<file path="src/rtl/y_mc_ctrl.sv">
// rtl/y_mc_ctrl.sv - multi-cycle RV32-subset control unit
// Sequences fetch/decode/exec/mem/wb with bus timeouts, traps, interrupt vectoring and perf counters.
module y_mc_ctrl #(
  parameter int CNT_W       = 32,
  parameter int MEM_TIMEOUT = 15
) (
  input  logic             clk,
  input  logic             rst,
  input  logic             INT,
  input  logic [31:0]      ins,
  input  logic             zero,
  input  logic             imem_ready,
  input  logic             dmem_ready,
  output logic             imem_req,
  output logic             ir_we,
  output logic             pc_we,
  output logic [1:0]       pc_sel,
  output logic             RegWrite,
  output logic             ALUSrc,
  output logic             MemRead,
  output logic             MemWrite,
  output logic             Mem2Reg,
  output logic             Link,
  output logic [2:0]       op,
  output logic [2:0]       state,
  output logic             illegal,
  output logic             bus_err,
  output logic [CNT_W-1:0] cycles,
  output logic [CNT_W-1:0] retired
);

  typedef enum logic [2:0] {
    S_FETCH  = 3'd0,
    S_DECODE = 3'd1,
    S_EXEC   = 3'd2,
    S_MEM    = 3'd3,
    S_WB     = 3'd4,
    S_VECTOR = 3'd5
  } state_t;

  localparam logic [6:0] OPC_R      = 7'h33;
  localparam logic [6:0] OPC_ADDI   = 7'h13;
  localparam logic [6:0] OPC_LOAD   = 7'h03;
  localparam logic [6:0] OPC_STORE  = 7'h23;
  localparam logic [6:0] OPC_BRANCH = 7'h63;
  localparam logic [6:0] OPC_JAL    = 7'h6F;

  localparam logic [2:0] ALU_ADD = 3'b010;
  localparam logic [2:0] ALU_SUB = 3'b110;
  localparam logic [2:0] ALU_AND = 3'b000;
  localparam logic [2:0] ALU_OR  = 3'b001;
  localparam logic [2:0] ALU_SLT = 3'b111;

  localparam logic [7:0] WAIT_LAST = 8'(MEM_TIMEOUT - 1);

  state_t     cur, nxt;
  logic       int_pend;
  logic       illegal_q, bus_err_q;
  logic [7:0] wait_cnt, wait_nxt;
  logic       set_illegal, set_bus_err, complete;

  logic [6:0] opc;
  logic [2:0] f3;
  logic       unused_ins;

  assign opc        = ins[6:0];
  assign f3         = ins[14:12];
  assign unused_ins = ^{ins[31], ins[29:15], ins[11:7]};

  always_comb begin
    imem_req    = 1'b0;
    ir_we       = 1'b0;
    pc_we       = 1'b0;
    pc_sel      = 2'd0;
    RegWrite    = 1'b0;
    ALUSrc      = 1'b0;
    MemRead     = 1'b0;
    MemWrite    = 1'b0;
    Mem2Reg     = 1'b0;
    Link        = 1'b0;
    op          = ALU_ADD;
    nxt         = cur;
    wait_nxt    = 8'd0;
    set_illegal = 1'b0;
    set_bus_err = 1'b0;
    complete    = 1'b0;

    case (cur)
      S_FETCH: begin
        imem_req = 1'b1;
        if (imem_ready) begin
          ir_we = 1'b1;
          nxt   = S_DECODE;
        end else if (wait_cnt == WAIT_LAST) begin
          set_bus_err = 1'b1;
        end else begin
          wait_nxt = wait_cnt + 8'd1;
        end
      end

      S_DECODE: begin
        case (opc)
          OPC_R, OPC_ADDI, OPC_LOAD, OPC_STORE, OPC_BRANCH: nxt = S_EXEC;
          OPC_JAL: nxt = S_WB;
          default: set_illegal = 1'b1;
        endcase
      end

      S_EXEC: begin
        case (opc)
          OPC_R: begin
            nxt = S_WB;
            case (f3)
              3'd0:    op = ins[30] ? ALU_SUB : ALU_ADD;
              3'd7:    op = ALU_AND;
              3'd6:    op = ALU_OR;
              3'd2:    op = ALU_SLT;
              default: set_illegal = 1'b1;
            endcase
          end
          OPC_ADDI: begin
            ALUSrc = 1'b1;
            nxt    = S_WB;
          end
          OPC_LOAD, OPC_STORE: begin
            ALUSrc = 1'b1;
            nxt    = S_MEM;
          end
          OPC_BRANCH: begin
            op       = ALU_SUB;
            pc_we    = 1'b1;
            pc_sel   = zero ? 2'd1 : 2'd0;
            complete = 1'b1;
          end
          default: set_illegal = 1'b1;
        endcase
      end

      S_MEM: begin
        case (opc)
          OPC_LOAD: begin
            MemRead = 1'b1;
            if (dmem_ready) nxt = S_WB;
          end
          OPC_STORE: begin
            MemWrite = 1'b1;
            if (dmem_ready) begin
              pc_we    = 1'b1;
              complete = 1'b1;
            end
          end
          default: set_illegal = 1'b1;
        endcase
        // Only a live access that is still waiting can time out.
        if (!dmem_ready && !set_illegal) begin
          if (wait_cnt == WAIT_LAST) set_bus_err = 1'b1;
          else                       wait_nxt    = wait_cnt + 8'd1;
        end
      end

      S_WB: begin
        RegWrite = 1'b1;
        pc_we    = 1'b1;
        complete = 1'b1;
        Mem2Reg  = (opc == OPC_LOAD);
        if (opc == OPC_JAL) begin
          Link   = 1'b1;
          pc_sel = 2'd2;
        end
      end

      S_VECTOR: begin
        pc_we  = 1'b1;
        pc_sel = 2'd3;
        nxt    = S_FETCH;
      end

      default: nxt = S_VECTOR;
    endcase

    if (complete)                   nxt = (int_pend || INT) ? S_VECTOR : S_FETCH;
    if (set_illegal || set_bus_err) nxt = S_VECTOR;

    if (rst) begin
      imem_req = 1'b0;
      ir_we    = 1'b0;
      pc_we    = 1'b0;
      pc_sel   = 2'd0;
      RegWrite = 1'b0;
      ALUSrc   = 1'b0;
      MemRead  = 1'b0;
      MemWrite = 1'b0;
      Mem2Reg  = 1'b0;
      Link     = 1'b0;
      op       = ALU_ADD;
    end
  end

  always_ff @(posedge clk or posedge rst) begin
    if (rst) begin
      cur       <= S_VECTOR;
      int_pend  <= 1'b0;
      illegal_q <= 1'b0;
      bus_err_q <= 1'b0;
      wait_cnt  <= 8'd0;
      cycles    <= '0;
      retired   <= '0;
    end else begin
      cur       <= nxt;
      wait_cnt  <= wait_nxt;
      cycles    <= cycles + CNT_W'(1);
      if (complete) retired <= retired + CNT_W'(1);
      // VECTOR is always a single cycle, so leaving it is simply being in it.
      int_pend  <= INT || (int_pend && (cur != S_VECTOR));
      illegal_q <= set_illegal;
      bus_err_q <= set_bus_err;
    end
  end

  assign state   = cur;
  assign illegal = illegal_q;
  assign bus_err = bus_err_q;

endmodule

</file>
<file path="config.mk">
export PLATFORM = sky130hd
export DESIGN_NAME = y_mc_ctrl
export DESIGN_NICKNAME = d
export VERILOG_FILES = /design/src/rtl/y_mc_ctrl.sv
export SDC_FILE = /design/constraint.sdc
export NUM_CORES = 1
export LEC_CHECK = 0
export ABC_AREA = 0
export CAP_MARGIN = 20
export CORE_ASPECT_RATIO = 1.2
export CORE_MARGIN = 4
export CORE_UTILIZATION = 51
export DETAILED_ROUTE_END_ITERATION = 6
export PLACE_DENSITY = 0.95
export REMOVE_ABC_BUFFERS = 1
export SLEW_MARGIN = 25
export SYNTH_ARGS = -nofsm -noshare
export SYNTH_HDL_FRONTEND = slang
export SYNTH_SLANG_ARGS = --single-unit
</file>
<file path="constraint.sdc">
create_clock -name clk -period 7.1 [get_ports clk]
set_input_delay 1.42 -clock clk [delete_from_list [all_inputs] [get_ports clk]]
set_output_delay 1.42 -clock clk [all_outputs]
set_load 0.01 [all_outputs]
</file>
==> results of run 1 <==
-- final cells by class --
type                       count  area (um^2)  area share (%)
clock inverter                 4         53.8            1.03
tap                           90          113            2.16
timing repair buffer         101         1010            19.3
multi-input combinational    280         1890            36.2
clock buffer                  12          155            2.97
inverter                      12         45.0           0.863
sequential                    78         1950            37.4
-- worst min path at each step --
| stage | cells past startpoint | slack [ns] | start | endpoint |
|---|---|---|---|---|
| 6_report | 1 | 0.48 | cycles[31] | cycles[31] |
| 5_1_grt | 1 | 0.49 | cycles[31] | cycles[31] |
| 4_1_cts | 1 | 0.48 | cycles[31] | cycles[31] |
| 3_5_place_dp | 1 | 0.46 | cycles[31] | cycles[31] |
| 3_3_place_gp | 1 | 0.46 | cycles[31] | cycles[31] |
| 2_1_floorplan | 1 | 0.45 | int_pend | int_pend |
-- layout by cell type (no fill, tap or decap), types with 3 or more instances in the layout --
cell,netlist,routed
inv_1,12,11
clkdlybuf4s50_1,0,99
nor3_1,19,19
and4_1,9,9
nor3b_1,3,3
clkbuf_8,0,11
nand2b_1,5,5
a21oi_1,7,6
xor2_1,20,20
ha_1,4,4
and3_1,9,9
dfrtp_1,76,76
and2_1,7,7
nor4_1,10,9
xnor2_1,46,46
nand3_1,28,28
nor2b_1,3,3
nand4_1,20,20
nor2_1,23,23
nand2_1,27,27
-- flip-flops by register name, summed over array words and instances, names as in the netlist --
register  flops
cycles       32
int_pend      1
illegal       1
wait_cnt      8
retired      32
bus_err       1
state         3
-- per-stage QoR --
step	cell area (um^2)	hold slack, ns	power (mW)
3_3_place_gp	5000	0.458	0.819
3_5_place_dp	5000	0.460	0.831
2_1_floorplan	3880	0.450	0.692
5_1_grt	5220	0.494	1.23
4_1_cts	5210	0.476	1.17
6_report	5220	0.476	1.17
-- cells by family (layout without fill, tap and decap cells) --
logic type	count (synthesis)	after routing	share of synthesized area [%]
mux	2	2	0.543
xor+xnor	67	67	15.2
buf+inv	22	129	2.23
flops	78	78	49.9
fa+ha+maj	4	4	1.28
simple gates	177	177	25.4
compound gates	30	30	5.49
-- worst max-delay path: stages --
cell	delay, ns
clkdlybuf4s50_1	0.66
nand3_1	0.14
nor3_1	0.47
nor2_1	0.07
nor3_1	0.17
clkdlybuf4s50_1	0.57
-- power breakdown --
part           internal, mW  total (mW)  switching (mW)
Combinational         0.142       0.287           0.145
Clock                 0.183       0.340           0.157
Sequential            0.481       0.539          0.0579
-- layer usage --
layer / track usage, % / up-vias / part of all wire (%)
met2: 35.0 / 121 / 49
li1: - / 1562 / -
met5: 0 / - / 0
met1: 27.1 / 1604 / 42
met3: 4.83 / 19 / 7.0
met4: 8.75 / 0 / 2.2
==> summary.md, run 1 <==
| Metric | Value |
|---|---|
| Final Instance Count excl. Fillers | `577` |
| Most common cell in the netlist | `dfrtp_1` |
| Core Util, Final | `70.9%` |
| Lkg Pwr | `2.12 nW` |
| Largest net degree at the start of global routing | `79` |
| R2R Path End | `retired[9]` |
| Setup crit start kind | `input pin` |
| Setup bufs post-CTS | `0` |
| Ports | `121` |
| Post-Synthesis Cells | `380` |
| Skew-Pair Late Insertion Delay | `0.35 ns` |
| First-pass GRT wire length | `15.7 mm` |
| Row count | `34` |
| CORE AREA | `7360 um^2` |
| CTS tree | `built` |
| RD Place Congestion | `0.926` |
| Final HPWL DP | `6.80 mm` |
| Final hold violations | `0` |
| Synth cell types | `52` |
| Synth Warn # | `0` |
| Number of synthesized flops with an enable pin | `0` |
| # nets final | `524` |
| Vias per cell | `5.73` |
| Vias after detailed routing | `3306` |
| Worst r2r src | `state[1]` |
| Max_cap viols | `0` |
| Post-Place Worst Slack | `2.21 ns` |
| Final setup viols | `0` |
| CTS sink cnt | `78` |
| Routed wire length | `9.45 mm` |
| Area Overhead vs Synth | `33.1%` |
| Worst Setup EP | `pc_sel[1]` |
| Critical path class | `input pin to output pin` |
| Vias in the first global route | `3299` |
| Total Negative Setup Slacks | `0 ns` |
| FMAX | `203 MHz` |
| Synth area leaders | `dfrtp_1 (49%), xnor2_1 (10%), xor2_1 (4.5%)` |
| Hold_buf cts | `0` |
| Cell count of the worst reg-to-reg path | `5` |
| CP endpoint kind | `output pin` |
| Drc violations | `0` |
| GRT Util Overall | `21.4%` |
| Pins over their slew limit | `0` |
| Wire length per cell | `16.4 um` |
| Tmin final | `4.93 ns` |
| Worst-case clock skew | `0.0128 ns` |
| DRT iter0 DRCs | `220` |
| Status | `finished, final reports clean` |
| First-pass DRT Iterations | `4` |
| Area share of the largest cell type after synthesis | `48.5%` |
| Post-synthesis sequential area ratio | `49.9%` |
| Clock H-tree levels | `3` |
| Worst setup slack for register-to-register paths | `4.61 ns` |
| Layout fillers | `528` |
| Share of post-route cells with drive strength above 1 | `6.16%` |
| Post-synth top cells | `dfrtp_1 (76), xnor2_1 (46), nand3_1 (28)` |
| Worst relative slew slack | `51.6%` |
| Die Width | `88.0 um` |
| Clk root buf | `clkbuf_8` |
| Crit-path max FO | `10` |
| Die H | `104 um` |
| RSZ-0062 raised after global routing | `no` |
| Number of synthesized register bits | `78` |
| Mapped cell area | `3920 um^2` |
| Total congestion overflow | `0` |
| Post-synth ARST share | `100%` |
| Initial antenna violation count | `0` |
| Cts bufs inserted | `9` |
| Worst-Margin Slew | `0.726 ns` |
| Worst VDD drop | `170 uV` |
| Pwr dens | `223 nW/um^2` |
| Post-CTS sizing | `0` |
| Largest area contributor in the netlist | `dfrtp_1` |
| Placed cells | `561` |
| Final Worst Setup Slack | `2.17 ns` |
| Diodes inserted | `0` |
| CP Data Arrival Time | `3.51 ns` |
| Clock Path Buffers | `2` |
| Min-delay worst type | `flop to flop` |
| Initial Utilization | `53.3%` |
| Antenna-violating nets left | `0` |
| Critical Path Start | `ins[6]` |
| Tcrit/Tclk final | `69.5%` |
| Synthesized area per cell | `10.3 um^2` |
| Main synth FF type | `dfrtp_1` |
| Buffers on Ports | `99` |
| Required time worst endpoint | `5.68 ns` |
| Worst-path clk slew | `0.07 ns` |
| Die area | `9160 um^2` |
No activity file was read; power rests on OpenSTA's default activity.
==> run 2: changes to the inputs <==
CORE_UTILIZATION = 42   (was 51)
PLACE_DENSITY = 0.87   (was 0.95)
clock period = 4.3 ns   (was 7.1 ns; I/O delays follow)
==> summary.md, run 2 (synthesized netlist as in run 1, its figures left out) <==
| Metric | Value |
|---|---|
| Initial antenna violation count | `0 (unchanged)` |
| Fin area | `5260 um^2 (+0.79%)` |
| Required time worst endpoint | `3.44 ns (-2.24 ns)` |
| Vias after detailed routing | `3316 (+0.30%)` |
| CORE AREA | `9080 um^2 (+23%)` |
| Routed wire length | `9.59 mm (+1.6%)` |
| Cts bufs inserted | `9 (unchanged)` |
| Worst-Margin Slew | `0.945 ns (+0.219 ns)` |
| Final hold violations | `0 (unchanged)` |
| Final Instance Count excl. Fillers | `608 (+5.4%)` |
| FMAX | `261 MHz` |
| Buffers on Ports | `99 (unchanged)` |
| Min-delay worst type | `flop to flop` |
| Share of post-route cells with drive strength above 1 | `5.74% (-0.42 points)` |
| Pins over their slew limit | `0 (unchanged)` |
| Die area | `10900 um^2 (+20%)` |
| CTS tree | `built` |
| Antenna-violating nets left | `0 (unchanged)` |
| Worst hold-check slack | `0.475 ns (-0.00106 ns)` |
| Largest net degree at the start of global routing | `79 (unchanged)` |
| Final Worst Setup Slack | `0.472 ns (-1.69 ns)` |
| Regs by FF count | `cycles x32, retired x32, wait_cnt x8` |
| Critical Path Start | `ins[6]` |
| Row count | `38 (+12%)` |
| Core Util, Final | `57.9% (-13 points)` |
| Tcrit/Tclk final | `89.0%` |
| R2R Path End | `retired[22]` |
| Commonest cells after routing, fill and taps aside | `clkdlybuf4s50_1 (99), dfrtp_1 (76), xnor2_1 (46)` |
| Commonest non-fill, non-tap cell in the layout | `clkdlybuf4s50_1` |
| Vias per cell | `5.45 (-4.8%)` |
| Skew-Pair Late Insertion Delay | `0.35 ns (about the same)` |
| Hold path depth | `1 (unchanged)` |
| Worst r2r src | `state[1]` |
| Drc violations | `0 (unchanged)` |
| Final setup viols | `0 (unchanged)` |
| Area after DPL | `5040 um^2 (+0.83%)` |
| RSZ-0062 raised after global routing | `no` |
| Clk root buf | `clkbuf_8` |
| Final HPWL DP | `6.96 mm (+2.3%)` |
| Area Overhead vs Synth | `34.2%` |
| Power after layout | `1.96 mW (+68%)` |
| Pwr dens | `373 nW/um^2 (+67%)` |
| Vias in the first global route | `3338 (+1.2%)` |
| Initial Utilization | `43.2% (-10 points)` |
| Crit-path max FO | `10 (unchanged)` |
| Total Negative Setup Slacks | `0 ns (unchanged)` |
| Cell count of the worst reg-to-reg path | `5 (unchanged)` |
| Post-Place Worst Slack | `0.510 ns (-1.70 ns)` |
| CTS sink cnt | `78 (unchanged)` |
| Ports | `121 (unchanged)` |
| Status | `finished, final reports clean` |
| Tmin final | `3.83 ns` |
| Post-CTS sizing | `0 (unchanged)` |
| Worst-path clk slew | `0.07 ns (about the same)` |
| GRT Util Overall | `18.6% (-2.8 points)` |
| CP Data Arrival Time | `2.97 ns (-0.54 ns)` |
| Critical path class | `input pin to output pin` |
| Wire length per cell | `15.8 um (-3.6%)` |
| # nets final | `525 (+0.19%)` |
| Worst-case clock skew | `0.0112 ns (-0.00159 ns)` |
| Worst Hold Launch | `cycles[31]` |
| Max_cap viols | `0 (unchanged)` |
| Hold endpoint | `cycles[31]` |
| RD Place Congestion | `0.944 (+1.9%)` |
| Die H | `114 um (+9.4%)` |
| Lkg Pwr | `2.14 nW (+0.78%)` |
| Setup bufs post-CTS | `0 (unchanged)` |
| Total congestion overflow | `0 (unchanged)` |
| Clock H-tree levels | `3 (unchanged)` |
| Clock Path Buffers | `2 (unchanged)` |
| Worst setup slack for register-to-register paths | `1.85 ns (-2.76 ns)` |
| Worst relative slew slack | `36.4% (-15 points)` |
| DRT iter0 DRCs | `135 (-39%)` |
| Die Width | `96.2 um (+9.3%)` |
| Hold_buf cts | `0 (unchanged)` |
| First-pass GRT wire length | `16.0 mm (+1.9%)` |
| Placed cells | `592 (+5.5%)` |
| First-pass DRT Iterations | `4 (unchanged)` |
| Diodes inserted | `0 (unchanged)` |
| Worst VDD drop | `202 uV (+19%)` |
| CP endpoint kind | `output pin` |
| Setup crit start kind | `input pin` |
==> run 2: changes by cell type in the layout (fill, tap and decap cells not counted), sizes merged <==
cell / delta
clkinv: +2
clkinvlp: -2
bufinv: +1
inv: -1
buf: +1
==> run 2: worst max-delay path by stage <==
stage | end | slack [ns] | depth (start not counted)
finish | pc_sel[1] | 0.47 | 6
global route | pc_sel[1] | 0.36 | 6
CTS | pc_sel[1] | 0.50 | 6
detailed placement | pc_sel[1] | 0.51 | 6
global placement | pc_sel[1] | 0.54 | 6
floorplan | MemWrite | 0.47 | 2
==> run 2: per-layer routing <==
layer  GRT usage, %  routed length [um]  vias up
li1               -                   -     1559
met4           7.78                 195        0
met1           23.7                4000     1608
met5              0                   0        -
met2           29.2                4750      126
met3           5.54                 651       23
==> run 2: cell type report <==
| type | count | area (um^2) |
|---|---|---|
| Clock buffer | 12 | 145 |
| Clock inverter | 4 | 70.1 |
| Fill cell | 772 | 3820 |
| Inverter | 12 | 45.0 |
| Multi-Input combinational cell | 280 | 1880 |
| Sequential cell | 78 | 1950 |
| Tap cell | 120 | 150 |
| Timing Repair Buffer | 102 | 1020 |
==> run 2: critical path, stage by stage <==
cell             delay, ns
clkdlybuf4s50_1       0.65
nand3_1               0.15
nor3_1                0.51
nor2_1                0.08
nor3_1                0.16
clkdlybuf4s50_1       0.57
==> run 2: power breakdown <==
part           internal (mW)  switching [mW]  total [mW]
clock                  0.341           0.255       0.597
sequential             0.795          0.0973       0.892
combinational          0.235           0.239       0.475
total                   1.37           0.592        1.96
==> run 3: changes to the inputs <==
GPL_ROUTABILITY_DRIVEN = 1   (was not set)
==> results of run 3 <==
The final DEF is identical to that of run 2; final timing and power are the same.
